<file path="src/rtl/router_sync_ctrl_n.sv">
// router_sync_ctrl_n: synchroniser between the router FSM, the register block and
// NUM_PORTS output FIFOs. It latches and decodes the destination address, registers
// the per-port valid flags, and runs one timeout FSM per port that soft-resets a FIFO
// whose data has been left unread for TIMEOUT cycles.
// Optional feature: define ROUTER_SYNC_DROP_CNT_EN to add per-port saturating
// soft-reset (drop) counters on the drop_cnt output.
module router_sync_ctrl_n #(
    parameter int unsigned NUM_PORTS = 3,
    parameter int unsigned ADDR_W    = 2,
    parameter int unsigned TIMEOUT   = 30
) (
    input  logic                   clock,
    input  logic                   reset,
    input  logic [ADDR_W-1:0]      data_in,
    input  logic                   detect_add,
    input  logic                   write_enb_reg,
    input  logic [NUM_PORTS-1:0]   empty,
    input  logic [NUM_PORTS-1:0]   full,
    input  logic [NUM_PORTS-1:0]   read_enb,
    output logic [NUM_PORTS-1:0]   write_enb,
    output logic                   fifo_full,
    output logic                   addr_err,
    output logic [NUM_PORTS-1:0]   vld_out,
    output logic [NUM_PORTS-1:0]   soft_reset
`ifdef ROUTER_SYNC_DROP_CNT_EN
    ,
    output logic [NUM_PORTS*8-1:0] drop_cnt
`endif
);

    localparam int unsigned CntW = $clog2(TIMEOUT + 1);

    typedef enum logic [1:0] {StIdle, StCount, StSrst} state_e;

    logic [ADDR_W-1:0]    r_addr;
    logic                 r_addr_err;
    logic [NUM_PORTS-1:0] r_vld;
    logic [NUM_PORTS-1:0] r_srst;
    state_e               r_state [NUM_PORTS];
    state_e               w_state_d [NUM_PORTS];
    logic [CntW-1:0]      r_cnt [NUM_PORTS];
    logic [CntW-1:0]      w_cnt_d [NUM_PORTS];
    logic [NUM_PORTS-1:0] w_write_enb;
    logic                 w_fifo_full;

    // Latch the destination address and its range check on header detect.
    always_ff @(posedge clock or posedge reset) begin
        if (reset) begin
            r_addr     <= '0;
            r_addr_err <= 1'b0;
        end else if (detect_add) begin
            r_addr     <= data_in;
            r_addr_err <= (32'(data_in) >= NUM_PORTS);
        end
    end

    // Decode latched address into one-hot write enable and selected full flag.
    always_comb begin
        w_write_enb = '0;
        w_fifo_full = 1'b0;
        for (int unsigned i = 0; i < NUM_PORTS; i++) begin
            if (!reset && !r_addr_err && (32'(r_addr) == i)) begin
                w_write_enb[i] = write_enb_reg;
                w_fifo_full    = full[i];
            end
        end
    end

    assign write_enb = w_write_enb;
    assign fifo_full = w_fifo_full;
    assign addr_err  = r_addr_err;

    // Per-port timeout next-state: count consecutive unread-valid samples.
    always_comb begin
        for (int unsigned i = 0; i < NUM_PORTS; i++) begin
            w_state_d[i] = r_state[i];
            w_cnt_d[i]   = r_cnt[i];
            unique case (r_state[i])
                StIdle: begin
                    if (r_vld[i] && !read_enb[i]) begin
                        w_state_d[i] = StCount;
                        w_cnt_d[i]   = CntW'(1);
                    end
                end
                StCount: begin
                    if (!(r_vld[i] && !read_enb[i])) begin
                        w_state_d[i] = StIdle;
                        w_cnt_d[i]   = '0;
                    end else if (r_cnt[i] == CntW'(TIMEOUT - 1)) begin
                        w_state_d[i] = StSrst;
                    end else begin
                        w_cnt_d[i] = r_cnt[i] + CntW'(1);
                    end
                end
                StSrst: begin
                    // The pulse cycle ignores cond; counting resumes from idle.
                    w_state_d[i] = StIdle;
                    w_cnt_d[i]   = '0;
                end
                default: begin
                    w_state_d[i] = StIdle;
                    w_cnt_d[i]   = '0;
                end
            endcase
        end
    end

    // Valid flags, timeout state and the registered soft-reset decode.
    always_ff @(posedge clock or posedge reset) begin
        if (reset) begin
            r_vld  <= '0;
            r_srst <= '0;
            for (int unsigned i = 0; i < NUM_PORTS; i++) begin
                r_state[i] <= StIdle;
                r_cnt[i]   <= '0;
            end
        end else begin
            r_vld <= ~empty;
            for (int unsigned i = 0; i < NUM_PORTS; i++) begin
                r_state[i] <= w_state_d[i];
                r_cnt[i]   <= w_cnt_d[i];
                r_srst[i]  <= (r_state[i] == StSrst);
            end
        end
    end

    assign vld_out    = r_vld;
    assign soft_reset = r_srst;

`ifdef ROUTER_SYNC_DROP_CNT_EN
    logic [NUM_PORTS*8-1:0] r_drop;

    // Saturating count of soft-reset pulses per port.
    always_ff @(posedge clock or posedge reset) begin
        if (reset) begin
            r_drop <= '0;
        end else begin
            for (int unsigned i = 0; i < NUM_PORTS; i++) begin
                if (r_srst[i] && (r_drop[i*8 +: 8] != 8'hFF)) begin
                    r_drop[i*8 +: 8] <= r_drop[i*8 +: 8] + 8'd1;
                end
            end
        end
    end

    assign drop_cnt = r_drop;
`endif

endmodule

</file>
<file path="config.mk">
export PLATFORM = sky130hd
export DESIGN_NAME = router_sync_ctrl_n
export DESIGN_NICKNAME = d
export VERILOG_FILES = /design/src/rtl/router_sync_ctrl_n.sv
export SDC_FILE = /design/constraint.sdc
export NUM_CORES = 1
export LEC_CHECK = 0
export ABC_CLOCK_PERIOD_IN_PS = 1290
export BUFFER_PORTS_ARGS = -buffer_cell sky130_fd_sc_hd__clkbuf_2
export CAP_MARGIN = 40
export CORE_ASPECT_RATIO = 0.9
export CORE_UTILIZATION = 35
export DETAILED_ROUTE_END_ITERATION = 8
export GPL_TIMING_DRIVEN = 1
export MAX_ROUTING_LAYER = met4
export SYNTH_ARGS = -nofsm -noshare
export SYNTH_HDL_FRONTEND = slang
export SYNTH_SLANG_ARGS = --single-unit
</file>
<file path="constraint.sdc">
create_clock -name clock -period 1.29 [get_ports clock]
set_input_delay 0.129 -clock clock [delete_from_list [all_inputs] [get_ports clock]]
set_output_delay 0.129 -clock clock [all_outputs]
set_load 0.01 [all_outputs]
</file>
Word level (Yosys, flattened, before mapping):

Cells that the tools add are included.
W data, S select, Z words.

* flip-flop bits (word level): 30
* word-level logic and storage cells: 87

* add/subtract/negate cells: 3
* magnitude comparators: 1
* equality and inequality tests: 20
* mux-type cells: 30
* bitwise gates (word level): 1
* reductions and logical operators: 22

Operators by type and width (count)
* $mux W5: 9
* $pmux W5 S2: 3
* $mux W2: 9
* $ne A3 B3 Y1 const B: 6
* $add A5 B1 Y5 const B: 3
* $eq A5 B5 Y1 const B: 3
* $pmux W2 S2: 3
* $reduce_and A2 Y1: 6
* $eq A2 B1 Y1 const B: 4
* $eq A2 B2 Y1 const B: 4
* $logic_not A2 Y1: 4
* $logic_and A1 B1 Y1: 7
* $mux W1: 6
* $ne A2 B2 Y1 const B: 3
* $logic_not A1 Y1: 5
* $not A3 Y3: 1
* $ge A2 B2 Y1 const B: 1

Depth between registers and ports, before layout:

Gate-level depths: netlist (run 1).

* depth in word-level cells: 6
* mapped depth: 6

Worst setup path before layout (run 1):

Ideal clock, no wire load.

* path type: register -> register
* start point: register r_cnt[1] in the netlist's numbering
* end point: register r_cnt[1] in the netlist's numbering
* data arrival time: 1307 ps
* required time: 1208 ps
* slack: -99 ps
* cell stages (with the launch flop): 7
* buffers on the path: 1
* clock period less this slack: 1389 ps
* cells stage by stage: dfrtp_1 -> inv_1 -> ha_1 -> and4_4 -> buf_6 -> or3_1 -> a31oi_1

* longest elaborated chain between the ends: 4
* elaborated cells between the ends (all ways): 7
* classes of those cells: add/sub: 1; eq/ne: 2; mux: 3; reduce/logical: 1

RTL lines
* from (decl): RTL line 41 `logic [CntW-1:0] r_cnt [NUM_PORTS];`
* from (signal, indexed assignment): RTL line 121 `r_cnt[i] <= w_cnt_d[i];`
* $add A5 B1 Y5: RTL line 92 `w_cnt_d[i] = r_cnt[i] + CntW'(1);`
* $mux W5: RTL line 89 `end else if (r_cnt[i] == CntW'(TIMEOUT - 1)) begin`
* $mux W5: RTL line 86 `if (!(r_vld[i] && !read_enb[i])) begin`
* $pmux W5 S2: RTL line 78 `unique case (r_state[i])`

Parallel ways exist; a longest one is shown, timed or not. The select of a mux whose other input is x is not followed.
A chain may end at the register's enable or synchronous reset.

Worst setup path after layout (run 1):

Same ends and word-level chain as after synthesis.

==> impl_metrics.json, run 1 <==
{
  "pwr-share-comb": 0.174,
  "yosysWarnings": 0,
  "synth_top_cell_area_share": 0.4695,
  "violations": "setup timing",
  "grt_max_degree": 31,
  "worstPathArrival_ns": 1.57,
  "critPathLaunchType": "flip-flop",
  "fin_nets": 230,
  "area_growth_pct": 37.17,
  "postRouteAntennaNets": 0,
  "numCtsBuffers": 5,
  "diodes": 0,
  "status": "finished, violations left",
  "crit_path_top_delay_cell": "dfrtp_1",
  "cp_cell_sequence": "inv_2 -> ha_4 -> and4_4 -> or3_1 -> a31oi_1",
  "clk_path_buf_depth": 2,
  "yosysMostFrequentCell": "dfrtp_1",
  "leakage_nw": 0.9667,
  "path_delay_family": "simple AND/OR/NAND/NOR gates",
  "hold_path.startpoint": "data_in[0]",
  "synth_edf_count": 0,
  "dr.pass1.iters": 4,
  "postLayoutCellArea_mm2": 0.002193,
  "io_buffers": 25,
  "r2r_slack_ns": -0.08,
  "r2r_end": "r_cnt[1]$_DFFE_PP0P_",
  "drt-total-wl_um": 3545,
  "grt_use_total": 0.1582,
  "tightest_slew_ns": 0.3925,
  "die_area_mm2": 0.004844,
  "endpoint_kind": "flip-flop",
  "boundaryPins": 26,
  "min_period_ns": 1.367,
  "synth_ff_type": "dfrtp_1",
  "dpl_worst_slack_ns": -0.09907,
  "die_h_um": 66.13,
  "p_total_mw": 2.216,
  "post-route-period-util": 1.060,
  "p_seq_frac": 0.467,
  "num_rows": 22,
  "setup.worst_path.end": "r_cnt[1]$_DFFE_PP0P_",
  "setup_viol": 5,
  "worstSkewPairLatency_ns": 0.28,
  "synth_top_cell_by_area": "dfrtp_1",
  "place.gp.congestion": 0.8843,
  "dp_hpwl_um": 2376,
  "switching_power_mw": 0.5912,
  "slowest_delay_ns": 0.42,
  "n_fill_cell": 406,
  "required_ns": 1.49,
  "crit_cells": 5,
  "reg2reg_depth": 5,
  "max_freq_mhz": 731.7,
  "root_buffer": "clkbuf_8",
  "clock_sinks": 30,
  "wire_per_inst_um": 13.13,
  "dpl.cell_count": 250,
  "p_clk_frac": 0.359,
  "cts-htree-levels": 2,
  "yosysSeqAreaShare": 0.4695,
  "rsz0062_at_grt": "yes",
  "worst_clock_skew_ns": 0.01007,
  "hold_path_class": "input port to flip-flop",
  "critPathLaunch": "r_cnt[1]$_DFFE_PP0P_",
  "power.internal_mw": 1.624,
  "core_mm2": 0.004239,
  "vias": 1402,
  "postSynthAreaPerCell_um2": 10.12,
  "path_clk_slew_ns": 0.07,
  "via_per_inst": 5.193,
  "tritoncts": "done",
  "grt_pass1_wl_um": 5658,
  "slew_viol_final": 0,
  "drv_cap": 0,
  "worstSetupPathType": "flip-flop to flip-flop",
  "drc": 0,
  "synthesis.area_mm2": 0.001599,
  "synthTopCellsByArea": "dfrtp_1, ha_1, nand3b_1",
  "synth_nets": 179,
  "grt_overflow": 0,
  "critPathMaxFanout": 5,
  "place_area_mm2": 0.001866,
  "fp.dieW_um": 73.25,
  "drt_iter0_drc": 62,
  "synth-async-reset-ratio": 1.000,
  "antenna_found_initial": 0,
  "yosys-top-cells-count": "dfrtp_1, inv_1, nand2_1, o21ai_0",
  "crit_buf_inv": 1,
  "powerDensity_mw_per_mm2": 1010,
  "synth-seq-cells": 30,
  "postSynthCellCount": 158,
  "final_layout_size_suffix_gt1_frac": 0.4286,
  "seq_area_um2": 753.2,
  "finalWorstSetupSlack_ns": -0.07676,
  "swShare": 0.2668,
  "peakVddDrop_mv": 0.7273,
  "hold_violations": 0,
  "grt_pass1_vias": 1359,
  "multiInputGateArea_um2": 902.1,
  "finalNonFillerCells": 270,
  "synth.distinct_cells": 45,
  "initial_core_util": 0.3772,
  "slew_headroom": 0.7383,
  "r2r_start": "r_cnt[1]$_DFFE_PP0P_"
}
worst min path at each step:
stage | end | depth (start not counted)
after floorplan | vld_out[0]$_DFF_PP0_ | 1
after global placement | r_cnt[5]$_DFFE_PP0P_ | 3
after detailed placement | addr_err$_DFFE_PP0P_ | 3
after CTS | r_addr[0]$_DFFE_PP0P_ | 2
after global routing | r_addr[0]$_DFFE_PP0P_ | 2
final | r_addr[0]$_DFFE_PP0P_ | 2
cell type report:
cell class                 instances  area share
inverter                          10     0.01711
tap                               60     0.03423
multi-input combinational        112      0.4113
clock inverter                     2    0.005705
timing repair buffer              50      0.1506
sequential                        30      0.3434
clock buffer                       6     0.03765
worst register-to-register path: stages, from the launching register on:
cell and delay (ns):
dfrtp_1 0.42, inv_2 0.08, ha_4 0.16, and4_4 0.18
or3_1 0.32, a31oi_1 0.13
metal layers:
metal,up-vias,global-route usage,share of wire
met5,-,-,0
met1,673,0.1805,0.43
met3,7,0.04268,0.054
met4,0,0.05147,0.014
li1,678,-,-
met2,44,0.2697,0.50
kinds of logic after synthesis:
group | after synthesis | synth area share
compound gates | 42 | 0.1878
fa+ha+maj | 6 | 0.04695
buf+inv | 16 | 0.04460
flops | 30 | 0.4695
xor+xnor | 2 | 0.01096
simple gates | 58 | 0.2128
mux | 4 | 0.02739
sequential cells by signal (all words and copies together) (netlist names):
name	cells
r_addr	2
addr_err	1
soft_reset	3
r_cnt	15
r_state	6
vld_out	3
what timing repair did:
action,in CTS,in global routing
endpoints found under the hold margin,33,0
resized for setup,13,25
gates cloned,0,0
endpoints found under the setup margin,14,18
setup buffers,5,3
hold buffers,4,0
pin swaps,9,7
stage by stage:
step / hold slack (ns) / TNS [ns] / util
2_1_floorplan: 0.1884 / -0.09899 / -
3_3_place_gp: 0.2247 / -0.07027 / 0.4401
5_1_grt: 0.09854 / -0.6953 / 0.5174
3_5_place_dp: 0.2245 / -0.3654 / 0.4401
4_1_cts: 0.08648 / -0.3066 / 0.4929
6_report: 0.09174 / -0.2321 / 0.5174
power by group through the flow:
stage	clock network (mW)	registers, mW	logic [mW]
after floorplan	0	1.04	0.158
after global placement	0	1.04	0.269
after detailed placement	0	1.04	0.281
after CTS	0.821	1.02	0.341
after global routing	0.861	1.04	0.427
final	0.794	1.04	0.386
layout by cell type, fill, tap and decap left out, drive strengths merged, types with 2 or more instances in the layout:
cell type    instances
a211oi               4
a21oi                8
a31o                 2
a41oi                3
and2                 2
and4                 3
buf                 24
clkbuf              28
dfrtp               30
dlygate4sd3          4
ha                   6
inv                 10
mux2                 3
nand2               10
nand2b               8
nand3                7
nand3b               7
nand4                3
nor2                 7
nor2b                3
nor3b                2
o2111ai              2
o21ai                9
o32ai                3
or2                  2
xnor2                2
(Power assumes the default switching activity.)
==> run 2: changes to the inputs <==
--- a/config.mk
+++ b/config.mk
@@ -8,11 +8,14 @@
 export ABC_CLOCK_PERIOD_IN_PS = 1290
 export BUFFER_PORTS_ARGS = -buffer_cell sky130_fd_sc_hd__clkbuf_2
 export CAP_MARGIN = 40
+export CELL_PAD_IN_SITES_DETAIL_PLACEMENT = 0
+export CELL_PAD_IN_SITES_GLOBAL_PLACEMENT = 2
 export CORE_ASPECT_RATIO = 0.9
-export CORE_UTILIZATION = 35
+export CORE_UTILIZATION = 31
 export DETAILED_ROUTE_END_ITERATION = 8
 export GPL_TIMING_DRIVEN = 1
 export MAX_ROUTING_LAYER = met4
+export PLACE_DENSITY_LB_ADDON = 0.1
 export SYNTH_ARGS = -nofsm -noshare
 export SYNTH_HDL_FRONTEND = slang
 export SYNTH_SLANG_ARGS = --single-unit
==> constraint.sdc (replaced) <==
create_clock -name clock -period 1.29 [get_ports clock]
set_input_delay 0.129 -clock clock [delete_from_list [all_inputs] [get_ports clock]]
set_output_delay 0.129 -clock clock [all_outputs]
set_load 0.02 [all_outputs]
==> run 2 against run 1 <==
The flow still finishes with violations (setup timing). Critical path type is now flip-flop to output pin. Via count increased by 0.21%. Sequential power is essentially flat. Sequential share of layout area down 0.67 points. Final cell count increased by 3.0%. Critical path depth is 1 lower. Fmax is 1.6% higher. Largest power group unchanged. Non-clock buffer count is 3 higher. Wire length up 4.4%.
==> impl_metrics.json, run 2 (same netlist as run 1, synthesis figures left out) <==
{
  "slew_viol_final": 0,
  "finalWorstSetupSlack_ns": -0.05572,
  "grt_pass1_vias": 1449,
  "critPathMaxFanout": 4,
  "dpl_worst_slack_ns": -0.08370,
  "top_register": "r_cnt",
  "powerDensity_mw_per_mm2": 990.0,
  "largest_reg_flops": 15,
  "area_growth_pct": 39.91,
  "n_fill_cell": 483,
  "finalNonFillerCells": 278,
  "worst_clock_skew_ns": 0.006275,
  "num_rows": 24,
  "wire_per_inst_um": 13.31,
  "final_common_cell": "dfrtp_1",
  "worstSkewPairLatency_ns": 0.28,
  "core_mm2": 0.004895,
  "fp.dieW_um": 77.71,
  "clk_path_buf_depth": 2,
  "place.gp.congestion": 0.8145,
  "boundaryPins": 26,
  "root_buffer": "clkbuf_8",
  "cp_cell_sequence": "nand3b_1 -> o21ai_1 -> and2_1 -> clkbuf_8",
  "drv_cap": 0,
  "initial_core_util": 0.3267,
  "tightest_slew_ns": 0.3684,
  "drt_iter0_drc": 75,
  "io_buffers": 25,
  "grt_use_total": 0.1547,
  "post-route-util": 0.4571,
  "setup_viol": 5,
  "peakVddDrop_mv": 0.5638,
  "path_delay_family": "flip-flops",
  "path_clk_slew_ns": 0.06,
  "drc": 0,
  "required_ns": 1.16,
  "tritoncts": "done",
  "slew_headroom": 0.7544,
  "min_period_ns": 1.346,
  "postRouteAntennaNets": 0,
  "hold_violations": 0,
  "fin_nets": 233,
  "critPathLaunchType": "flip-flop",
  "die_h_um": 70.14,
  "via_per_inst": 5.054,
  "cts-htree-levels": 2,
  "dr.pass1.iters": 4,
  "die_area_mm2": 0.005450,
  "clock_sinks": 30,
  "worstSetupPathType": "flip-flop to output pin",
  "top_regs": "r_cnt x15, r_state x6",
  "slowest_delay_ns": 0.43,
  "violations": "setup timing",
  "multiInputGateArea_um2": 900.9,
  "crit_buf_inv": 1,
  "vias": 1405,
  "drt-total-wl_um": 3701,
  "antenna_found_initial": 0,
  "dp_hpwl_um": 2510,
  "seq_area_um2": 753.2,
  "status": "finished, violations left",
  "final_layout_size_suffix_gt1_frac": 0.4319,
  "endpoint_kind": "output pin",
  "numCtsBuffers": 5,
  "dpl.cell_count": 256,
  "rsz0062_at_grt": "yes",
  "crit_path_top_delay_cell": "dfrtp_2",
  "grt_overflow": 0,
  "post-route-period-util": 1.043,
  "leakage_nw": 0.9853,
  "diodes": 0,
  "grt_max_degree": 13,
  "hold_path_class": "input port to flip-flop",
  "max_freq_mhz": 743.1,
  "grt_pass1_wl_um": 6458,
  "worstPathArrival_ns": 1.22,
  "layout_common_cells": "dfrtp_1, buf_4, clkbuf_2"
}
## run 2: path summary, 6_finish.rpt
kind | start | endpoint | slack (ns) | cells past startpoint
worst min-delay path | data_in[1] | r_addr[1]$_DFFE_PP0P_ | 0.11 | 2
worst min register to register | r_state[0]$_DFFE_PP0P_ | soft_reset[2]$_DFF_PP0_ | 0.51 | 1
min in group asynchronous | reset | r_cnt[11]$_DFFE_PP0P_ | 0.38 | 3
worst max-delay path | r_addr[1]$_DFFE_PP0P_ | fifo_full | -0.06 | 4
worst max register to register | r_cnt[0]$_DFFE_PP0P_ | r_cnt[1]$_DFFE_PP0P_ | -0.03 | 4
max in group asynchronous | reset | r_cnt[5]$_DFFE_PP0P_ | 0.41 | 4
## run 2: cell type report
cell class | instances | area share
multi-input cells | 112 | 0.4027
flip-flops and latches | 30 | 0.3367
clock inverters | 1 | 0.002237
inverters | 10 | 0.01678
clock buffers | 7 | 0.03859
repair buffers | 53 | 0.1667
well taps | 65 | 0.03635
## run 2: metal layers
layer | global-route usage | routed length, µm
met1 | 0.1897 | 1754
met2 | 0.2439 | 1770
met3 | 0.03922 | 133
met4 | 0.06080 | 43
met5 | - | 0
## run 2: worst reg2reg max path, stage by stage, from the launching register on
cell	delay, ns
dfrtp_1	0.40
ha_2	0.19
and4_4	0.19
or3_1	0.32
a31oi_2	0.14
## run 2: per-stage QoR
step | total power, mW | hold slack (ns) | TNS [ns] | cell area, µm²
3_3_place_gp | 1.329 | 0.1048 | -0.04855 | 1889
4_1_cts | 2.209 | 0.09905 | -0.2909 | 2147
6_report | 2.215 | 0.1108 | -0.1297 | 2237
2_1_floorplan | 1.211 | 0.1884 | -0.1002 | 1612
5_1_grt | 2.353 | 0.09891 | -0.7612 | 2237
3_5_place_dp | 1.335 | 0.1058 | -0.1914 | 1889
## run 2: what timing repair did
item                                    in CTS  in global routing
hold buffers                                 4                  0
endpoints found under the setup margin      11                 14
setup buffers                                9                  1
hold endpoints to repair                    10                  0
pin swaps                                    7                  8
gates resized for setup                     21                 20
## run 2: report_power, final
part           internal [mW]  switching (mW)  total [mW]
clock                  0.429           0.337       0.767
sequential             0.982          0.0487        1.03
combinational          0.229           0.188       0.417
==> run 3: changes to the inputs <==
==> constraint.sdc (replaced) <==
create_clock -name clock -period 1.29 [get_ports clock]
set_input_delay 0.0645 -clock clock [delete_from_list [all_inputs] [get_ports clock]]
set_output_delay 0.0645 -clock clock [all_outputs]
set_load 0.02 [all_outputs]
==> run 3 against run 2 <==
The run still ends with setup timing left. Wire length grew 1.1%. Sequential cell count is the same. Setup slack gained 0.023 ns. Die area is the same. Sequential share of layout area grew 0.69 points. Sequential power is essentially flat. Via count grew 1.6%. Fmax grew 1.7%. Clock power grew 0.8%. Clock-buffer cell count is the same. First-iteration DRC count shrank 53%. Critical path type is now flip-flop to flip-flop. Critical endpoint is now r_cnt[1]$_DFFE_PP0P_. Largest power group unchanged.
==> impl_metrics.json, run 3 (same netlist as run 1, synthesis figures left out) <==
{
  "via_per_inst": 5.170,
  "cts-htree-levels": 2,
  "dr.pass1.iters": 4,
  "rsz0062_at_grt": "yes",
  "largest_reg_flops": 15,
  "slew_headroom": 0.7301,
  "critPathMaxFanout": 5,
  "setup_viol": 2,
  "hold_path_class": "input port to flip-flop",
  "dp_hpwl_um": 2419,
  "root_buffer": "clkbuf_8",
  "grt_pass1_vias": 1462,
  "core_mm2": 0.004895,
  "grt_use_met2": 0.2478,
  "place.gp.congestion": 0.7875,
  "post-route-util": 0.4471,
  "top_regs": "r_cnt x15, r_state x6",
  "finalWorstSetupSlack_ns": -0.03280,
  "num_rows": 24,
  "clk_path_buf_depth": 2,
  "numCtsBuffers": 5,
  "dpl_worst_slack_ns": -0.05459,
  "tritoncts": "done",
  "finalNonFillerCells": 276,
  "slew_viol_final": 0,
  "grtUsageMet3": 0.03529,
  "die_h_um": 70.14,
  "hold_violations": 0,
  "dpl.cell_count": 257,
  "tightest_slew_ns": 0.4048,
  "worstSetupPathType": "flip-flop to flip-flop",
  "grtUsageMet1": 0.1919,
  "antenna_found_initial": 0,
  "io_buffers": 25,
  "worstPathArrival_ns": 1.52,
  "grt_pass1_wl_um": 6520,
  "endpoint_kind": "flip-flop",
  "final_common_cell": "dfrtp_1",
  "layout_common_cells": "dfrtp_1, buf_4, clkbuf_2",
  "status": "finished, violations left",
  "required_ns": 1.49,
  "leakage_nw": 0.9742,
  "violations": "setup timing",
  "path_clk_slew_ns": 0.06,
  "post-route-period-util": 1.025,
  "min_period_ns": 1.323,
  "fin_nets": 231,
  "worst_clock_skew_ns": 0.006076,
  "drt-total-wl_um": 3741,
  "grt_use_total": 0.1551,
  "die_area_mm2": 0.005450,
  "powerDensity_mw_per_mm2": 997.8,
  "initial_core_util": 0.3267,
  "top_register": "r_cnt",
  "wire_per_inst_um": 13.55,
  "drc": 0,
  "fp.dieW_um": 77.71,
  "boundaryPins": 26,
  "busiest_layer": "met2",
  "worstSkewPairLatency_ns": 0.28,
  "drv_cap": 0,
  "diodes": 0,
  "final_layout_size_suffix_gt1_frac": 0.4123,
  "drt_iter0_drc": 35,
  "vias": 1427,
  "clock_sinks": 30,
  "max_freq_mhz": 756.0,
  "grt_max_degree": 31,
  "area_growth_pct": 36.85,
  "postRouteAntennaNets": 0,
  "critPathLaunchType": "flip-flop",
  "peakVddDrop_mv": 0.5650,
  "grt_overflow": 0
}
==> run 3: cell types whose count changed in the layout (fill, tap and decap cells not counted), moves of 2 or more <==
cell / previous run / this run
a211oi_2: 1 / 3
buf_6: 3 / 0
ha_4: 4 / 2
a211oi_1: 3 / 1
==> run 3: what timing repair did <==
item / in CTS / in global routing
buffers inserted: 6 / 1
resized for setup: 17 / 21
hold buffers: 4 / 0
endpoints found under the hold margin: 33 / 0
setup endpoints to repair: 12 / 19
pin swaps: 9 / 6
==> run 3: cell type report <==
cell class | instances | area, µm²
sequential | 30 | 752.0
timing repair buffer | 51 | 346.6
clock buffer | 7 | 86.33
inverter | 10 | 37.54
clock inverter | 1 | 5.005
multi-input combinational | 112 | 879.6
fill | 474 | 2706
tap | 65 | 81.33
==> run 3: path summary, 6_finish.rpt <==
kind,startpoint,to,slack [ns],cells past startpoint
min in group asynchronous,reset,r_cnt[12]$_DFFE_PP0P_,0.44,4
worst min register to register,r_state[0]$_DFFE_PP0P_,soft_reset[2]$_DFF_PP0_,0.51,1
worst max-delay path,r_cnt[0]$_DFFE_PP0P_,r_cnt[1]$_DFFE_PP0P_,-0.03,4
max in group asynchronous,reset,r_addr[1]$_DFFE_PP0P_,0.53,4
worst min-delay path,data_in[1],r_addr[1]$_DFFE_PP0P_,0.04,2
worst max register to register,r_cnt[0]$_DFFE_PP0P_,r_cnt[1]$_DFFE_PP0P_,-0.03,4
==> run 3: per-stage QoR <==
| step | instance area [µm²] | total power [mW] | setup TNS, ns | hold slack, ns |
|---|---|---|---|---|
| 6_report | 2188 | 2.184 | -0.04156 | 0.03754 |
| 5_1_grt | 2188 | 2.305 | -0.7046 | 0.03453 |
| 4_1_cts | 2117 | 2.181 | -0.08828 | 0.02677 |
| 3_5_place_dp | 1887 | 1.330 | -0.2078 | 0.1841 |
| 3_3_place_gp | 1887 | 1.321 | -0.1412 | 0.1590 |
| 2_1_floorplan | 1602 | 1.208 | -0.09899 | 0.1239 |
==> run 3: report_power, final <==
group / total, mW / switching [mW] / internal [mW]
Combinational: 0.379 / 0.173 / 0.206
Clock: 0.773 / 0.344 / 0.430
Sequential: 1.03 / 0.0504 / 0.981
Total: 2.18 / 0.567 / 1.62
==> run 3: routing by layer <==
layer | up-vias | part of all wire
met2 | 36 | 0.50
met3 | 5 | 0.043
met5 | - | 0
met4 | 0 | 0.011
met1 | 706 | 0.45
li1 | 680 | -
==> run 3: worst max-delay path, stage by stage, from the launching register on <==
cell,delay [ns]
dfrtp_1,0.42
ha_2,0.20
and4_4,0.19
or3_1,0.30
a31oi_1,0.13
